**src/rtl/arc4_pkg.sv**
```systemverilog
// Shared ARC4 types and constants used by the keystream/decrypt block and the crack controller.
package arc4_pkg;

    typedef enum logic [3:0] {
        IDLE,
        LEN_RD,
        LEN_WR,
        I_RD,
        J_RD,
        SWAP_I,
        SWAP_J,
        K_RD,
        OUT,
        DONE
    } state_t;

    // Printable ASCII window used to reject wrong keys early
    localparam logic [7:0] ARC4_PRINT_LO = 8'h20;
    localparam logic [7:0] ARC4_PRINT_HI = 8'h7E;

endpackage

```
**src/rtl/arc4_char_check.sv**
```systemverilog
// Combinational range check: ok_o is high when char_i lies within [LO, HI].
module arc4_char_check #(
    parameter logic [7:0] LO = 8'h20,
    parameter logic [7:0] HI = 8'h7E
) (
    input  logic [7:0] char_i,
    output logic       ok_o
);

    assign ok_o = (char_i >= LO) && (char_i <= HI);

endmodule

```
**src/rtl/prga_drop_check.sv**
```systemverilog
// ARC4 keystream generator with RC4-drop[N] and optional printable-plaintext early abort.
// Decrypts a length-prefixed message from CT memory into PT memory using a pre-scheduled S.
module prga_drop_check
    import arc4_pkg::*;
#(
    parameter int unsigned DROP_N   = 0,
    parameter bit          CHECK_EN = 1'b1,
    parameter logic [7:0]  PRINT_LO = ARC4_PRINT_LO,
    parameter logic [7:0]  PRINT_HI = ARC4_PRINT_HI
) (
    input  logic       clk,
    input  logic       rst_n,
    input  logic       en,
    output logic       rdy,
    output logic       valid,
    output logic [7:0] s_addr,
    output logic [7:0] s_wrdata,
    output logic       s_wren,
    input  logic [7:0] s_rddata,
    output logic [7:0] ct_addr,
    input  logic [7:0] ct_rddata,
    output logic [7:0] pt_addr,
    output logic [7:0] pt_wrdata,
    output logic       pt_wren,
    output state_t     dbg_state
);

    // Handshake: a start is taken only on a cycle where en=1 and rdy=1; rdy stays low
    // until the run finishes, and valid is only meaningful while rdy=1.

    localparam logic [9:0] DROP_LIM = DROP_N[9:0];

    state_t     state_q, state_d;
    logic [7:0] i_q, i_d;
    logic [7:0] j_q, j_d;
    logic [7:0] si_q, si_d;
    logic [7:0] sj_q, sj_d;
    logic [8:0] k_q, k_d;
    logic [7:0] len_q, len_d;
    logic [9:0] drop_q, drop_d;
    logic       fail_q, fail_d;
    logic       valid_q, valid_d;

    logic [7:0] i_inc;
    logic [7:0] j_sum;
    logic [7:0] ks_addr;
    logic [7:0] pt_byte;
    logic       char_ok;

    assign i_inc   = i_q + 8'd1;
    assign j_sum   = j_q + s_rddata;
    assign ks_addr = si_q + sj_q;
    assign pt_byte = s_rddata ^ ct_rddata;

    arc4_char_check #(
        .LO(PRINT_LO),
        .HI(PRINT_HI)
    ) u_char_check (
        .char_i(pt_byte),
        .ok_o  (char_ok)
    );

    always_comb begin
        state_d   = state_q;
        i_d       = i_q;
        j_d       = j_q;
        si_d      = si_q;
        sj_d      = sj_q;
        k_d       = k_q;
        len_d     = len_q;
        drop_d    = drop_q;
        fail_d    = fail_q;
        valid_d   = valid_q;
        s_addr    = 8'd0;
        s_wrdata  = 8'd0;
        s_wren    = 1'b0;
        ct_addr   = 8'd0;
        pt_addr   = 8'd0;
        pt_wrdata = 8'd0;
        pt_wren   = 1'b0;

        unique case (state_q)
            IDLE: begin
                if (en) begin
                    state_d = LEN_RD;
                    valid_d = 1'b0;
                    i_d     = 8'd0;
                    j_d     = 8'd0;
                    k_d     = 9'd1;
                    drop_d  = 10'd0;
                    fail_d  = 1'b0;
                end
            end
            LEN_RD: begin
                ct_addr = 8'd0;
                state_d = LEN_WR;
            end
            LEN_WR: begin
                len_d     = ct_rddata;
                pt_addr   = 8'd0;
                pt_wrdata = ct_rddata;
                pt_wren   = 1'b1;
                if ((DROP_LIM != 10'd0) || (ct_rddata != 8'd0)) begin
                    state_d = I_RD;
                end else begin
                    state_d = DONE;
                end
            end
            I_RD: begin
                s_addr  = i_inc;
                i_d     = i_inc;
                state_d = J_RD;
            end
            J_RD: begin
                // The new j is needed as the read address in this same cycle
                si_d    = s_rddata;
                j_d     = j_sum;
                s_addr  = j_sum;
                state_d = SWAP_I;
            end
            SWAP_I: begin
                sj_d     = s_rddata;
                s_addr   = i_q;
                s_wrdata = s_rddata;
                s_wren   = 1'b1;
                state_d  = SWAP_J;
            end
            SWAP_J: begin
                s_addr   = j_q;
                s_wrdata = si_q;
                s_wren   = 1'b1;
                if (drop_q < DROP_LIM) begin
                    drop_d  = drop_q + 10'd1;
                    state_d = I_RD;
                end else if (len_q == 8'd0) begin
                    // Empty message after the discard phase: nothing left to decrypt
                    state_d = DONE;
                end else begin
                    state_d = K_RD;
                end
            end
            K_RD: begin
                s_addr  = ks_addr;
                ct_addr = k_q[7:0];
                state_d = OUT;
            end
            OUT: begin
                pt_addr   = k_q[7:0];
                pt_wrdata = pt_byte;
                pt_wren   = 1'b1;
                if (CHECK_EN && !char_ok) begin
                    fail_d  = 1'b1;
                    state_d = DONE;
                end else if (k_q == {1'b0, len_q}) begin
                    state_d = DONE;
                end else begin
                    k_d     = k_q + 9'd1;
                    state_d = I_RD;
                end
            end
            DONE: begin
                valid_d = !fail_q;
                state_d = IDLE;
            end
            default: begin
                state_d = IDLE;
            end
        endcase
    end

    always_ff @(posedge clk) begin
        if (!rst_n) begin
            state_q <= IDLE;
            i_q     <= 8'd0;
            j_q     <= 8'd0;
            si_q    <= 8'd0;
            sj_q    <= 8'd0;
            k_q     <= 9'd1;
            len_q   <= 8'd0;
            drop_q  <= 10'd0;
            fail_q  <= 1'b0;
            valid_q <= 1'b0;
        end else begin
            state_q <= state_d;
            i_q     <= i_d;
            j_q     <= j_d;
            si_q    <= si_d;
            sj_q    <= sj_d;
            k_q     <= k_d;
            len_q   <= len_d;
            drop_q  <= drop_d;
            fail_q  <= fail_d;
            valid_q <= valid_d;
        end
    end

    assign rdy       = (state_q == IDLE);
    assign valid     = valid_q;
    assign dbg_state = state_q;

endmodule

```
**config.mk**
```make
export PLATFORM = sky130hd
export DESIGN_NAME = prga_drop_check
export DESIGN_NICKNAME = d
export VERILOG_FILES = /design/src/rtl/arc4_pkg.sv /design/src/rtl/arc4_char_check.sv /design/src/rtl/prga_drop_check.sv
export SDC_FILE = /design/constraint.sdc
export NUM_CORES = 1
export LEC_CHECK = 0
export ABC_AREA = 0
export BUFFER_PORTS_ARGS = -buffer_cell sky130_fd_sc_hd__buf_2
export CAP_MARGIN = 20
export CORE_ASPECT_RATIO = 1.75
export CORE_MARGIN = 1.5
export CORE_UTILIZATION = 51
export DETAILED_ROUTE_END_ITERATION = 8
export HOLD_SLACK_MARGIN = 0.05
export PLACE_DENSITY = 0.77
export SKIP_LAST_GASP = 1
export SLEW_MARGIN = 40
export SYNTH_ARGS = -nofsm -noshare
export SYNTH_HDL_FRONTEND = slang
export SYNTH_SLANG_ARGS = --single-unit
```
**constraint.sdc**
```tcl
create_clock -name clk -period 2.35 [get_ports clk]
set_clock_uncertainty 0.2 [all_clocks]
set_input_delay 0.3525 -clock clk [delete_from_list [all_inputs] [get_ports clk]]
set_output_delay 0.3525 -clock clk [all_outputs]
set_load 0.005 [all_outputs]
```
==> impl_metrics.toml <==
[grt]
grtUsageTotal_pct = 32.9
grt_pass1_wl_mm = 19.2
busiest_layer = "met2"
grtUsageMet3_pct = 5.77
grt_max_degree = 48
use_met2_pct = 58.9
antenna_found_initial = 0
grt_pass1_vias = 4158
overflow = 0
grt_use_met1_pct = 32.8

[clock_network]
cts-root-buf = "clkbuf_16"
cts_buffers = 5
hold_buffers = 0
cts.sinks = 55
cts_tree = "built"
path_clk_slew_ns = 0.07
htree_levels = 2
clk_latency_ns = 0.30
cts_buffer_depth = 2

[sta]
max_freq_mhz = 363
setup_viol = 6
final.min_clock_period_ns = 2.75
worst_slack_ns = -0.402
period_share_pct = 117
tightest_slew_ns = 0.718
drv_slew = 0
hold_viol_final = 0
rsz0062_at_grt = "yes"
max_slew_margin_pct = 52.1

[logic_synthesis]
async_flop_share_pct = 0
ys_warn_count = 0
synth_compound_area_share_pct = 20.8
synthSimpleGateAreaFrac_pct = 30.7
ys_seq_elements = 55
synth_xor_area_share_pct = 7.38
synth_edf_count = 0
synthMuxAreaShare_pct = 1.12
syn-cell-area_um2 = 3680
synthDistinctLibCells = 46
syn_nets = 536
synth_top_family_by_area = "simple AND/OR/NAND/NOR gates"
synth_ff_type = "dfxtp_1"
seq_area_frac_synth_pct = 29.9
synth_fa_ha_area_share_pct = 6.53
synth_cells = 499
syn_area_per_cell_um2 = 7.37

[critical_path]
crit_path_end_kind = "output pin"
cp.required_ns = 1.80
crit_type = "reg -> out"
critPathSlowestCell = "dfxtp_2"
arrival_ns = 2.20
crit_buf_inv = 2
worstPathCellList = "ha_4 -> inv_2 -> fa_2 -> nor2b_2 -> o21ai_2 -> a21oi_2 -> nor2_2 -> a211oi_2 -> nand3_1 -> buf_2"
max_stage_delay_ns = 0.36
worst-path-max-fanout = 2
cp_top_family = "compound AO/OA/AOI/OAI gates"
startpoint_type = "flop"

[route]
vias = 4341
ant_nets = 0
wl_per_cell_um = 18.1
viasPerCell = 6.05
drt_wl_total_mm = 13.0
post-route-drc-count = 0
first_iter_violations = 231
dr.pass1.iters = 5

[power]
p_per_area_nw_per_um2 = 416
sw_frac_of_total_pct = 27.7
irDropWorstVdd_v = 0.000459
internal-power_mw = 1.55
seq_power_share_pct = 44.7
clkPwrFrac_pct = 36.3
switchingPower_mw = 0.592
p_leak_nw = 2.31
p_comb_share_pct = 19.0
power_mw = 2.14

[die]
die_height_um = 115
dieWidth_um = 67.2
boundaryPins = 67
rows = 40
coreArea_um2 = 6910
start_util_pct = 53.3
dieArea_um2 = 7750

[flow_run]
maxCapViolations = 0

[cells_and_area]
multi_input_area_um2 = 2700
num-nets-final = 671
fillers = 486
regArea_um2 = 1130
areaGrowthSynthToFinish_pct = 39.5
layout-drive-gt1-share_pct = 34.2
antenna_cells = 0
final_core_utilization_pct = 74.3

[status]
violations = "setup timing"
outcome = "finished, violations left"

[place]
port_buffers = 66
globalplace.congestion = 0.910
dp_hpwl_mm = 8.82

[min_path]
hp-class = "in -> reg"
## layout make-up
type | count | share of cell area (%)
inverter | 11 | 0.804
clock buffer | 6 | 2.70
multi-input combinational | 412 | 52.6
tap | 84 | 2.05
timing repair buffer | 149 | 19.9
sequential | 55 | 21.9
clock inverter | 1 | 0.0975
## tightest hold or removal path, stage by stage
cell	delay, ns
buf_2	0.14
nand2_1	0.06
a21boi_0	0.07
## cell usage after synthesis (all sizes together) (2+ instances only)
| library cell | instances | share of area (%) |
|---|---|---|
| o41ai | 2 | 0.48 |
| o21ai | 30 | 4.1 |
| dfxtp | 55 | 30 |
| nor4 | 6 | 1.0 |
| mux2i | 3 | 0.82 |
| o21a | 2 | 0.41 |
| o31ai | 2 | 0.41 |
| a21boi | 34 | 6.9 |
| ha | 16 | 5.4 |
| a21oi | 23 | 3.1 |
| xor2 | 9 | 2.1 |
| a21o | 2 | 0.41 |
| and2 | 13 | 2.3 |
| nand3 | 18 | 2.4 |
| fa | 2 | 1.1 |
| a22oi | 3 | 0.61 |
| nand4 | 5 | 0.85 |
| clkbuf | 19 | 1.9 |
| nor2 | 26 | 2.7 |
| nand2 | 128 | 13 |
| nand2b | 7 | 1.2 |
| nor2b | 11 | 1.9 |
| a211oi | 4 | 0.82 |
| a221oi | 4 | 0.95 |
| nor3 | 7 | 1.3 |
| xnor2 | 22 | 5.2 |
| or4 | 6 | 1.2 |
| a221o | 2 | 0.54 |
| and3 | 11 | 1.9 |
| buf | 2 | 0.44 |
| o211ai | 4 | 0.82 |
| inv | 11 | 1.1 |
| nand3b | 2 | 0.41 |
## state kept, by name, indices dropped and copies added, names as in the netlist
register,count
valid,1
j_q,8
i_q,8
dbg_state,4
fail_q,1
k_q,9
si_q,8
sj_q,8
len_q,8
## power by group through the flow
stage	Combinational [mW]	Sequential [mW]	Clock (mW)
after global routing	0.437	0.957	0.806
final	0.407	0.956	0.776
after CTS	0.359	0.956	0.775
after detailed placement	0.349	0.978	0
after floorplan	0.172	0.976	0
after global placement	0.343	0.978	0
## kinds of logic (layout without fill, tap and decap cells)
logic type,Yosys count,in the layout
and+or+nand+nor,242,242
AOI/OAI and AO/OA,117,117
DFF,55,55
buffers and inverters,32,167
xor gates and xnor gates,31,31
adders and majority gates,18,18
muxes,4,4
## per-stage QoR
| step | TNS [ns] | hold slack [ns] | setup slack (ns) | instances | instance area [um^2] |
|---|---|---|---|---|---|
| after floorplan | 0 | 0.235 | 0.0363 | 499 | 3680 |
| after global placement | -0.673 | 0.257 | -0.241 | 695 | 4570 |
| after detailed placement | -0.739 | 0.270 | -0.271 | 695 | 4570 |
| after CTS | -1.07 | 0.156 | -0.275 | 707 | 4880 |
| after global routing | -1.80 | 0.174 | -0.477 | 718 | 5130 |
| final | -1.33 | 0.162 | -0.402 | 718 | 5130 |
## worst paths after layout
path | start | to | slack (ns) | cells past startpoint
worst min register to register | sj_q[4] | sj_q[4] | 0.28 | 2
worst min-delay path | ct_rddata[0] | len_q[0] | 0.16 | 3
worst max-delay path | j_q[0] | s_addr[6] | -0.40 | 10
worst max register to register | dbg_state[0] | k_q[8] | 0.07 | 7
## layer usage
metal	wire length [um]	vias up
met5	0	-
met2	6960	237
li1	-	1996
met4	806	0
met1	4430	2042
met3	816	66
## repair_timing
item / in CTS / in global routing
buffers inserted: 7 / 12
endpoints found under the hold margin: 0 / 0
gates cloned: 0 / 1
pin swaps: 19 / 19
endpoints found under the setup margin: 14 / 27
gates resized for setup: 38 / 52
## layout by cell type (no fill, tap or decap), drive strengths merged, types with 3 or more instances in the layout
master,count
clkbuf,8
o211ai,4
ha,16
o21ai,30
nand4,5
dfxtp,55
nand2b,7
a21boi,34
nand2,128
nor2,26
a221oi,4
xor2,9
inv,11
nand3,18
and3,11
mux2i,3
xnor2,22
a211oi,4
nor3,7
a22oi,3
or4,6
nor4,6
and2,13
nor2b,11
a21oi,23
buf,147
(Power assumes the default switching activity.)
